### src/rtl/approx_acc_pkg.sv
// Shared types and widths for the approximate dot-product accumulator.
package approx_acc_pkg;
    typedef enum logic {ACC = 1'b0, HOLD = 1'b1} state_e;

    localparam int PROD_W = 16;
    localparam int CNT_W  = 8;
endpackage

### src/rtl/acc_add_sat.sv
// Combinational ACC_W-bit adder of accumulator plus zero-extended product.
// Define ACC_SAT_EN to clamp the sum to all-ones on carry instead of wrapping.
module acc_add_sat
    import approx_acc_pkg::*;
#(
    parameter int ACC_W = 24
) (
    input  logic [ACC_W-1:0]  acc_i,
    input  logic [PROD_W-1:0] prod_i,
    output logic [ACC_W-1:0]  sum_o,
    output logic              carry_o
);
    logic [ACC_W:0] full_sum;

    assign full_sum = {1'b0, acc_i} + {{(ACC_W - PROD_W + 1){1'b0}}, prod_i};
    assign carry_o  = full_sum[ACC_W];

`ifdef ACC_SAT_EN
    // Once clamped, any further non-zero product carries again, so the value sticks.
    assign sum_o = carry_o ? {ACC_W{1'b1}} : full_sum[ACC_W-1:0];
`else
    assign sum_o = full_sum[ACC_W-1:0];
`endif
endmodule

### src/rtl/approx_dot_acc.sv
// Sums LEN 16-bit approximate products per vector and presents the sum plus
// a sticky overflow flag on a valid/ready port. ACC_SAT_EN selects saturation.
module approx_dot_acc
    import approx_acc_pkg::*;
#(
    parameter int LEN   = 16,
    parameter int ACC_W = 24
) (
    input  logic              clk,
    input  logic              rst,
    input  logic              in_valid,
    output logic              in_ready,
    input  logic [PROD_W-1:0] in_prod,
    output logic              out_valid,
    input  logic              out_ready,
    output logic [ACC_W-1:0]  out_acc,
    output logic              out_ovf
);
    state_e             state_q, state_d;
    logic [ACC_W-1:0]   acc_q, acc_d;
    logic [CNT_W-1:0]   cnt_q, cnt_d;
    logic               sticky_q, sticky_d;
    logic               out_valid_q, out_valid_d;
    logic [ACC_W-1:0]   out_acc_q, out_acc_d;
    logic               out_ovf_q, out_ovf_d;

    logic [ACC_W-1:0]   sum;
    logic               carry;
    logic               accept;
    logic               last_elem;

    acc_add_sat #(.ACC_W(ACC_W)) u_add (
        .acc_i   (acc_q),
        .prod_i  (in_prod),
        .sum_o   (sum),
        .carry_o (carry)
    );

    // Pure state decode keeps the input side free of combinational paths.
    assign in_ready  = (state_q == ACC);
    assign accept    = in_valid & in_ready;
    assign last_elem = (cnt_q == CNT_W'(LEN - 1));

    always_comb begin
        state_d     = state_q;
        acc_d       = acc_q;
        cnt_d       = cnt_q;
        sticky_d    = sticky_q;
        out_valid_d = out_valid_q;
        out_acc_d   = out_acc_q;
        out_ovf_d   = out_ovf_q;
        case (state_q)
            ACC: begin
                if (accept) begin
                    if (last_elem) begin
                        out_acc_d   = sum;
                        out_ovf_d   = sticky_q | carry;
                        out_valid_d = 1'b1;
                        acc_d       = '0;
                        cnt_d       = '0;
                        sticky_d    = 1'b0;
                        state_d     = HOLD;
                    end else begin
                        acc_d    = sum;
                        cnt_d    = cnt_q + 1'b1;
                        sticky_d = sticky_q | carry;
                    end
                end
            end
            HOLD: begin
                if (out_ready) begin
                    out_valid_d = 1'b0;
                    state_d     = ACC;
                end
            end
            default: state_d = ACC;
        endcase
    end

    always_ff @(posedge clk or posedge rst) begin
        if (rst) begin
            state_q     <= ACC;
            acc_q       <= '0;
            cnt_q       <= '0;
            sticky_q    <= 1'b0;
            out_valid_q <= 1'b0;
            out_acc_q   <= '0;
            out_ovf_q   <= 1'b0;
        end else begin
            state_q     <= state_d;
            acc_q       <= acc_d;
            cnt_q       <= cnt_d;
            sticky_q    <= sticky_d;
            out_valid_q <= out_valid_d;
            out_acc_q   <= out_acc_d;
            out_ovf_q   <= out_ovf_d;
        end
    end

    assign out_valid = out_valid_q;
    assign out_acc   = out_acc_q;
    assign out_ovf   = out_ovf_q;
endmodule

### config.mk
export PLATFORM = sky130hd
export DESIGN_NAME = approx_dot_acc
export DESIGN_NICKNAME = d
export VERILOG_FILES = /design/src/rtl/approx_acc_pkg.sv /design/src/rtl/acc_add_sat.sv /design/src/rtl/approx_dot_acc.sv
export SDC_FILE = /design/constraint.sdc
export NUM_CORES = 1
export LEC_CHECK = 0
export CORE_MARGIN = 2
export CORE_UTILIZATION = 30
export DETAILED_ROUTE_END_ITERATION = 6
export SLEW_MARGIN = 20
export SYNTH_ARGS = -nofsm -noshare
export SYNTH_HDL_FRONTEND = slang
export SYNTH_SLANG_ARGS = --single-unit
### constraint.sdc
create_clock -name clk -period 5 [get_ports clk]
set_input_delay 0.75 -clock clk [delete_from_list [all_inputs] [get_ports clk]]
set_output_delay 0.75 -clock clk [all_outputs]
set_load 0.05 [all_outputs]
==> run_results.csv, run 1 <==
group,metric,value,unit
critical_path,r2r_cells,8,
clock_network,clk_path_buf_depth,2,
synth,synthSimpleGateAreaFrac,16.96,%
hold_path,hp-class,"flip-flop to flip-flop",
synth,synth-seq-cells,60,
finish,seqCellArea,1501,µm²
drt,drt-total-wl,8.421,mm
global_route,grt_max_degree,61,
synth,yosys-mux-area-fraction,2.505,%
drt,num_vias,2904,
critical_path,cp_num_buf_inv,1,
synth,ys_types,55,
global_route,grt_pass1_vias,2925,
global_route,grt_first_pass_wirelength,14.70,mm
die,dieHeight,111.2,µm
die,initial_core_util,30.44,%
synth,synth_top_family_by_area,"compound AO/OA/AOI/OAI gates",
sta,clock_skew,0.005200,ns
clock_network,clock_sinks,60,
synth,synth-edff-count,0,
synth,yosysSeqAreaShare,43.57,%
critical_path,cp.required,5.24,ns
place,globalplace.congestion,0.8241,
global_route,antenna_found_initial,0,
die,core_area,11320,µm²
clock_network,clkTransAtPathRegs,0.06,ns
synth,synth_nets,405,
synth,yosysTopAreaCell,"dfrtp_1",
run,max_cap_violations,0,
place,port-buffer-count,46,
critical_path,r2r_setup_slack,2.31,ns
critical_path,cp_slowest_cell,"a2111oi_2",
drt,firstDrtPassIters,4,
sta,slew-limit-headroom,32.02,%
global_route,grt_usage,14.49,%
critical_path,path_max_fanout,8,
synth,synth_compound_area_share,22.40,%
critical_path,rr_startpoint,"acc_q[0]",
critical_path,cp-end-kind,"flip-flop",
finish,multi_input_area,1839,µm²
sta,rsz0062_at_grt,"no",
critical_path,max_stage_delay,0.52,ns
sta,max_freq,316.3,MHz
run_status,outcome,"completed",
synth,netlist_top_cells_area,"dfrtp_1 44%, nand2_1 7.3%, ha_1 6.2%",
synth,synthMostInstantiatedCell,"nand2_1",
synth,synth.top_cell.area_share,43.57,%
finish,drive_above_1_share,8.916,%
clock_network,cts_setup_buffers,0,
finish,fillers,1138,
drt,drtAntennaViolNets,0,
sta,final.min_clock_period,3.162,ns
synth,synthXorXnorAreaFrac,4.575,%
die,fp-row-count,39,
die,die-area,12360,µm²
synth,synthFlopType,"dfrtp_1",
sta,fin_crit_sh,63.24,%
global_route,grt_remaining_overflow,0,
synth,synth_fa_ha_area_share,6.754,%
finish,layout.nets,448,
clock_network,clock_latency,0.33,ns
hold_path,hp-start,"out_acc[4]",
clock_network,cts_tree,"built",
critical_path,startpoint,"in_prod[0]",
clock_network,cts_hold_buf,0,
synth,synth_cells,367,
synth,yosysWarningCount,0,
critical_path,worst_ep_arrival_time,3.40,ns
pwr,irDropWorstVdd,0.3480,mV
place,dp_hpwl,5.834,mm
critical_path,worst-setup-path-type,"input port to flip-flop",
synth,syn_area,3446,µm²
drt,route.detailed.drc,0,
synth,synth_commonest_cells,"67 x nand2_1, 60 x dfrtp_1, 20 x nor2_1, 18 x a21oi_1, 17 x ha_1",
critical_path,crit_family,"compound AO/OA/AOI/OAI gates",
critical_path,startpoint_type,"input port",
sta,drv_slew,0,
clock_network,numCtsBuffers,9,
die,ios,47,
finish,n_antenna_cell,0,
clock_network,postCtsResizedCells,0,
pwr,p_leak,1.900,nW
finish,area_growth,27.16,%
finish,utilization,38.70,%
drt,drt_iter0_markers,149,
critical_path,worst-path-stages,9,
critical_path,r2r_end,"acc_q[18]",
critical_path,cp_cell_sequence,"clkdlybuf4s50_1 > ha_1 > fa_1 > a211oi_2 > o211ai_2 > a2111oi_2 > or2_1 > o21ai_1 > a31oi_1",
clock_network,clockRootBuffer,"clkbuf_16",
synth,avgSynthCellArea,9.389,µm²
sta,finalSetupViolCount,0,
clock_network,htree_levels,3,
hold_path,min_path_cells,2,
drt,viasPerCell,5.204,
drt,wl_per_cell,15.09,µm
sta,tns,0,ns
sta,worstMarginPinSlew,1.017,ns
synth,async_reset_ff_share,100.0,%
die,fp.dieW,111.2,µm
sta,timing.final.hold_violations,0,
pwr,power_density,678.9,nW/µm²
hold_path,hold_end,"out_acc[4]",
## worst register-to-register path: stages (launching register included)
cell and delay (ns):
dfrtp_1 0.38, ha_1 0.21, fa_1 0.44, a211oi_2 0.29, o211ai_2 0.14, a2111oi_2 0.52, or2_1 0.32, o21ai_1 0.11
a31oi_1 0.20
## layer usage
layer | track usage (%) | wire [µm] | up-vias | part of all wire (%)
met2 | 22.24 | 3774 | 62 | 45
met4 | 5.021 | 165 | 0 | 2.0
met3 | 3.718 | 402 | 14 | 4.8
li1 | - | - | 1422 | -
met1 | 19.90 | 4077 | 1406 | 48
met5 | 0 | 0 | - | 0
## state kept, by name (all words and copies together) (netlist names)
| signal | cells |
|---|---|
| out_acc | 24 |
| state_q | 1 |
| out_ovf | 1 |
| out_valid | 1 |
| acc_q | 24 |
| sticky_q | 1 |
| cnt_q | 8 |
## worst max-delay path by stage
stage	endpoint	slack, ns
after detailed placement	acc_q[18]	1.45
final	acc_q[18]	1.84
after global routing	out_acc[17]	1.66
after floorplan	acc_q[22]	2.24
after global placement	out_acc[22]	1.50
after CTS	acc_q[18]	1.81
## cell type report
cell class	count	area share (%)
timing repair buffer	50	11.19
multi-input combinational	281	41.98
clock inverter	6	2.570
inverter	8	0.6853
clock buffer	10	5.226
tap	143	4.083
sequential	60	34.27
## through the flow
stage / hold slack, ns / area [µm²] / instances / setup WS, ns / total power [W]
final: 0.4682 / 4382 / 558 / 1.838 / 0.002975
after global routing: 0.4949 / 4382 / 558 / 1.662 / 0.003176
after CTS: 0.4775 / 4382 / 558 / 1.805 / 0.002988
after detailed placement: 0.4640 / 4040 / 542 / 1.448 / 0.002261
after global placement: 0.4597 / 4040 / 542 / 1.501 / 0.002241
after floorplan: 0.4526 / 3446 / 367 / 2.238 / 0.001885
## layout by cell type, fill, tap and decap left out, types with 8 or more instances in the layout
master,n
nand2_1,67
dfrtp_1,60
clkdlybuf4s50_1,46
nor2_1,20
a21oi_1,18
ha_1,17
xnor2_1,14
a22o_1,13
o21ai_1,12
a31oi_1,11
nand4_1,9
clkbuf_16,9
o21ai_0,8
## kinds of logic after synthesis
group / after synthesis
AO/OA/AOI/OAI: 109
AND/OR/NAND/NOR: 128
flip-flops: 60
multiplexers: 8
XOR/XNOR: 18
buffers and inverters: 26
adder cells (fa/ha/maj): 18
## where the power goes
part | internal, W | leakage (nW) | switching, W
registers | 0.000661 | 0.774 | 0.000119
logic | 0.000566 | 0.971 | 0.000917
clock network | 0.000486 | 0.155 | 0.000226
total | 0.00171 | 1.90 | 0.00126
Note: power is estimated with default switching activity, not from simulation.
==> inputs of run 2 (changes only) <==
==> constraint.sdc (replaced) <==
create_clock -name clk -period 2.86 [get_ports clk]
set_input_delay 0.429 -clock clk [delete_from_list [all_inputs] [get_ports clk]]
set_output_delay 0.429 -clock clk [all_outputs]
set_load 0.05 [all_outputs]
==> run 2 against run 1 <==
Highest routed layer unchanged. Critical path type unchanged. Sequential power up 74%. Worst setup slack worse by 1.6 ns. Largest power group unchanged. Non-clock buffer count increased by 16. Clock power is 39% higher. Combinational power increased by 82%. Final area is 1.1% higher. Die area stayed put. Global-route usage is 0.21 points higher.
==> run_results.csv, run 2 (synthesis results as in run 1) <==
group,metric,value,unit
run_status,outcome,"completed",
sta,rsz0062_at_grt,"no",
clock_network,htree_levels,3,
drt,viasPerCell,5.172,
clock_network,postCtsResizedCells,0,
die,initial_core_util,30.44,%
sta,clock_skew,0.008505,ns
pwr,irDropWorstVdd,0.5519,mV
pwr,combPwrFrac,53.4,%
place,port-buffer-count,46,
die,die-area,12360,µm²
die,fp-row-count,39,
hold_path,hp-class,"input port to async pin",
drt,met1_length,3.990,mm
sta,drv_slew,0,
critical_path,r2r_cells,8,
critical_path,cp_slowest_cell,"fa_1",
finish,mostFrequentLayoutCells,"67 x nand2_1, 60 x dfrtp_1, 46 x clkdlybuf4s50_1",
drt,drt-total-wl,8.498,mm
global_route,antenna_found_initial,0,
die,fp.dieW,111.2,µm
drt,met2WireLength,3.928,mm
global_route,grt_usage,14.70,%
sta,fin_crit_sh,92.89,%
sta,slew-limit-headroom,59.29,%
finish,fin_area,4432,µm²
pwr,pwr-share-clk,19.7,%
place,globalplace.congestion,0.8354,
finish,fillers,1152,
sta,tns,0,ns
finish,area_growth,28.61,%
finish,layout.nets,464,
run,max_cap_violations,0,
global_route,grt_first_pass_wirelength,14.80,mm
critical_path,worst_ep_arrival_time,2.90,ns
sta,timing.final.hold_violations,0,
critical_path,cp_cell_sequence,"clkdlybuf4s50_1 > ha_1 > fa_1 > a211oi_2 > o211ai_2 > a2111oi_2 > or2_1 > o21ai_1 > a31oi_1",
finish,drive_above_1_share,12.06,%
place,place_area,4160,µm²
sta,finalSetupViolCount,0,
critical_path,cp.required,3.10,ns
drt,top_layer,"met4",
die,ios,47,
critical_path,max_stage_delay,0.41,ns
clock_network,numCtsBuffers,9,
clock_network,clkTransAtPathRegs,0.05,ns
drt,route.detailed.drc,0,
place,post-place-cells,558,
drt,dr_wl_met3,442,µm
finish,n_antenna_cell,0,
sta,max_freq,376.4,MHz
global_route,grt_pass1_vias,3095,
critical_path,cp-end-kind,"flip-flop",
critical_path,startpoint_type,"input port",
critical_path,cp_num_buf_inv,1,
pwr,pwr-share-seq,27.0,%
drt,wl_per_cell,14.80,µm
critical_path,worst-setup-path-type,"input port to flip-flop",
critical_path,rr_startpoint,"acc_q[0]",
clock_network,clockRootBuffer,"clkbuf_16",
finish,multi_input_area,1839,µm²
pwr,p_leak,1.949,nW
finish,final_cells,574,
finish,seqCellArea,1501,µm²
drt,drt_iter0_markers,154,
die,dieHeight,111.2,µm
pwr,switching_power,0.002206,W
pwr,p_int,0.002834,W
critical_path,crit_family,"compound AO/OA/AOI/OAI gates",
clock_network,cts_setup_buffers,0,
sta,final.min_clock_period,2.657,ns
clock_network,clock_latency,0.33,ns
drt,num_vias,2969,
pwr,power_density,1137,nW/µm²
sta,worstMarginPinSlew,0.6093,ns
global_route,grt_max_degree,25,
clock_network,cts_tree,"built",
clock_network,cts_hold_buf,0,
drt,firstDrtPassIters,4,
clock_network,clock_sinks,60,
pwr,p_sw_share,43.76,%
die,core_area,11320,µm²
global_route,grt_remaining_overflow,0,
critical_path,path_max_fanout,8,
drt,drtAntennaViolNets,0,
place,dp_hpwl,6.261,mm
critical_path,r2r_end,"acc_q[20]",
finish,final_common_cell,"nand2_1",
critical_path,r2r_setup_slack,0.35,ns
clock_network,clk_path_buf_depth,2,
## run 2: worst max path at each step
| stage | slack, ns | from | cells past startpoint | end |
|---|---|---|---|---|
| 2_1_floorplan | 0.42 | in_prod[0] | 9 | acc_q[22] |
| 3_3_place_gp | -0.14 | in_prod[0] | 9 | out_acc[22] |
| 3_5_place_dp | -0.13 | in_prod[0] | 9 | acc_q[20] |
| 4_1_cts | 0.20 | in_prod[0] | 9 | acc_q[20] |
| 5_1_grt | 0.02 | in_prod[0] | 9 | out_acc[22] |
| 6_report | 0.20 | in_prod[0] | 9 | acc_q[20] |
## run 2: worst register-to-register path: stages (launching register included)
cell	delay, ns
dfrtp_1	0.38
ha_1	0.21
fa_1	0.41
a211oi_2	0.28
o211ai_2	0.14
a2111oi_2	0.40
or2_1	0.31
o21ai_1	0.11
a31oi_1	0.19
## run 2: cell type report
type | count | share of cell area (%)
Tap cell | 143 | 4.037
Clock inverter | 4 | 0.5647
Timing Repair Buffer | 66 | 13.78
Sequential cell | 60 | 33.88
Clock buffer | 12 | 5.562
Multi-Input combinational cell | 281 | 41.50
Inverter | 8 | 0.6776
## run 2: per-layer routing
metal | global-route usage (%) | vias to the layer above
li1 | - | 1460
met2 | 23.05 | 63
met3 | 3.609 | 15
met4 | 5.761 | 0
met1 | 19.58 | 1431
met5 | 0 | -
## run 2: power groups by stage
stage | combinational, W | clock [W] | sequential [W]
after floorplan | 0.00149 | 0 | 0.00180
after global placement | 0.00266 | 0 | 0.00136
after detailed placement | 0.00269 | 0 | 0.00137
after CTS | 0.00271 | 0.00101 | 0.00136
after global routing | 0.00296 | 0.00106 | 0.00141
final | 0.00269 | 0.000992 | 0.00136
## run 2: per-stage QoR
step	power [W]	setup WS [ns]	util, %	hold slack [ns]
after floorplan	0.003295	0.4192	-	0.4526
after global placement	0.004023	-0.1396	36.75	0.4589
after detailed placement	0.004060	-0.1330	36.75	0.4638
after CTS	0.005078	0.2043	39.15	0.4544
after global routing	0.005428	0.01569	39.15	0.4874
final	0.005040	0.2032	39.15	0.4391
==> inputs of run 3 (changes only) <==
--- a/config.mk
+++ b/config.mk
@@ -5,9 +5,12 @@
 export SDC_FILE = /design/constraint.sdc
 export NUM_CORES = 1
 export LEC_CHECK = 0
+export CELL_PAD_IN_SITES_DETAIL_PLACEMENT = 1
+export CELL_PAD_IN_SITES_GLOBAL_PLACEMENT = 1
 export CORE_MARGIN = 2
 export CORE_UTILIZATION = 30
 export DETAILED_ROUTE_END_ITERATION = 6
+export PLACE_DENSITY_LB_ADDON = 0.1
 export SLEW_MARGIN = 20
 export SYNTH_ARGS = -nofsm -noshare
 export SYNTH_HDL_FRONTEND = slang
==> run 3 against run 2 <==
Final area grew 2.0%. Critical path depth grew 1. Hold slack gained 0.023 ns. Sequential share of layout area shrank 0.67 points. Worst setup slack lost 0.017 ns. Register-to-register slack lost 0.04 ns. First-iteration DRC count shrank 36%. Sequential power is essentially flat. Clock power is essentially flat. Global-route usage grew 2.4 points. Combinational power grew 6%. Largest cell class unchanged. Largest power group unchanged.
==> run_results.csv, run 3 (synthesis results as in run 1) <==
group,metric,value,unit
sta,fin_ws,0.1864,ns
drt,drt-total-wl,9.794,mm
sta,worstMarginPinSlew,0.5728,ns
drt,num_vias,3011,
sta,rsz0062_at_grt,"no",
sta,max_freq,374.0,MHz
place,place_area,4248,µm²
finish,n_antenna_cell,0,
drt,drt_iter0_markers,98,
pwr,p_int,0.002906,W
pwr,p_sw_share,44.28,%
clock_network,clock_latency,0.34,ns
sta,clock_skew,0.005541,ns
sta,finalSetupViolCount,0,
finish,layout.nets,474,
critical_path,cp.required,3.09,ns
global_route,grt_pass1_vias,3174,
pwr,combPwrFrac,54.6,%
clock_network,clkTransAtPathRegs,0.06,ns
sta,drv_slew,0,
pwr,p_leak,1.999,nW
critical_path,worst_ep_arrival_time,2.90,ns
sta,final.min_clock_period,2.674,ns
critical_path,r2r_end,"out_acc[12]",
global_route,grt_remaining_overflow,0,
hold_path,hp-class,"input port to async pin",
critical_path,startpoint_type,"input port",
finish,fin_area,4521,µm²
global_route,grt_max_degree,38,
place,globalplace.congestion,0.7957,
clock_network,postCtsResizedCells,0,
critical_path,r2r_setup_slack,0.31,ns
sta,fin_crit_sh,93.48,%
die,fp.dieW,111.2,µm
critical_path,cp-end-kind,"flip-flop",
finish,mostFrequentLayoutCells,"67 x nand2_1, 60 x dfrtp_1, 46 x clkdlybuf4s50_1",
pwr,pwr-share-clk,19.2,%
global_route,grt_usage,17.07,%
clock_network,cts_tree,"built",
run,max_cap_violations,0,
clock_network,clock_sinks,60,
finish,drive_above_1_share,14.51,%
place,place_ws,-0.2068,ns
finish,seqCellArea,1501,µm²
finish,final_common_cell,"nand2_1",
run_status,outcome,"completed",
place,post-place-cells,568,
die,fp-row-count,39,
global_route,antenna_found_initial,0,
drt,wl_per_cell,16.77,µm
pwr,switching_power,0.002309,W
drt,route.detailed.drc,0,
clock_network,clk_path_buf_depth,2,
critical_path,rr_startpoint,"acc_q[0]",
clock_network,numCtsBuffers,9,
die,dieHeight,111.2,µm
critical_path,path_max_fanout,2,
finish,final_cells,584,
sta,tns,0,ns
finish,fillers,1310,
pwr,irDropWorstVdd,0.4634,mV
die,ios,47,
clock_network,cts_hold_buf,0,
die,initial_core_util,30.44,%
clock_network,clockRootBuffer,"clkbuf_16",
drt,viasPerCell,5.156,
critical_path,r2r_cells,9,
die,core_area,11320,µm²
place,dp_hpwl,7.208,mm
clock_network,cts_setup_buffers,0,
sta,slew-limit-headroom,61.76,%
die,die-area,12360,µm²
clock_network,htree_levels,3,
finish,multi_input_area,1842,µm²
drt,firstDrtPassIters,4,
finish,area_growth,31.19,%
pwr,pwr-share-seq,26.2,%
place,port-buffer-count,46,
drt,drtAntennaViolNets,0,
sta,timing.final.hold_violations,0,
critical_path,worst-setup-path-type,"input port to flip-flop",
global_route,grt_first_pass_wirelength,16.56,mm
pwr,power_density,1154,nW/µm²
finish,utilization,39.93,%
==> run 3: power by group through the flow <==
stage	Clock (W)	Sequential, W	Combinational (W)
detailed placement	0	0.00138	0.00285
global route	0.00108	0.00141	0.00311
finish	0.00100	0.00137	0.00285
floorplan	0	0.00180	0.00149
CTS	0.00103	0.00137	0.00287
global placement	0	0.00137	0.00282
==> run 3: stage by stage <==
stage	hold WS, ns	power (W)
floorplan	0.4526	0.003295
global placement	0.4585	0.004190
detailed placement	0.4692	0.004235
CTS	0.4834	0.005278
global route	0.5152	0.005603
finish	0.4622	0.005215
==> run 3: worst max-delay path by stage <==
| stage | slack [ns] | end | from |
|---|---|---|---|
| floorplan | 0.42 | acc_q[22] | in_prod[0] |
| global placement | -0.17 | out_acc[22] | in_prod[0] |
| detailed placement | -0.21 | out_acc[22] | in_prod[0] |
| CTS | 0.15 | out_acc[22] | in_prod[0] |
| global route | 0.04 | out_acc[12] | in_prod[0] |
| finish | 0.19 | out_acc[12] | in_prod[0] |
==> run 3: critical path, cell delays in order <==
cell             delay, ns
clkdlybuf4s50_1       0.40
ha_1                  0.22
fa_1                  0.42
a211oi_2              0.29
o211ai_2              0.14
buf_4                 0.16
a21boi_0              0.26
o21ai_1               0.13
xor2_1                0.17
mux2_2                0.27
==> run 3: cell type report <==
cell class / count / area share [%]
repair buffers: 76 / 15.44
inverters: 8 / 0.6643
flip-flops and latches: 60 / 33.21
clock inverters: 6 / 0.9134
well taps: 143 / 3.958
clock buffers: 10 / 5.065
multi-input cells: 281 / 40.74
==> run 3: layer usage <==
| layer | share of wire [%] | global-route usage (%) | up-vias |
|---|---|---|---|
| li1 | - | - | 1472 |
| met1 | 48 | 22.56 | 1478 |
| met2 | 46 | 27.15 | 49 |
| met3 | 3.8 | 3.991 | 12 |
| met4 | 1.8 | 6.667 | 0 |
| met5 | 0 | 0 | - |
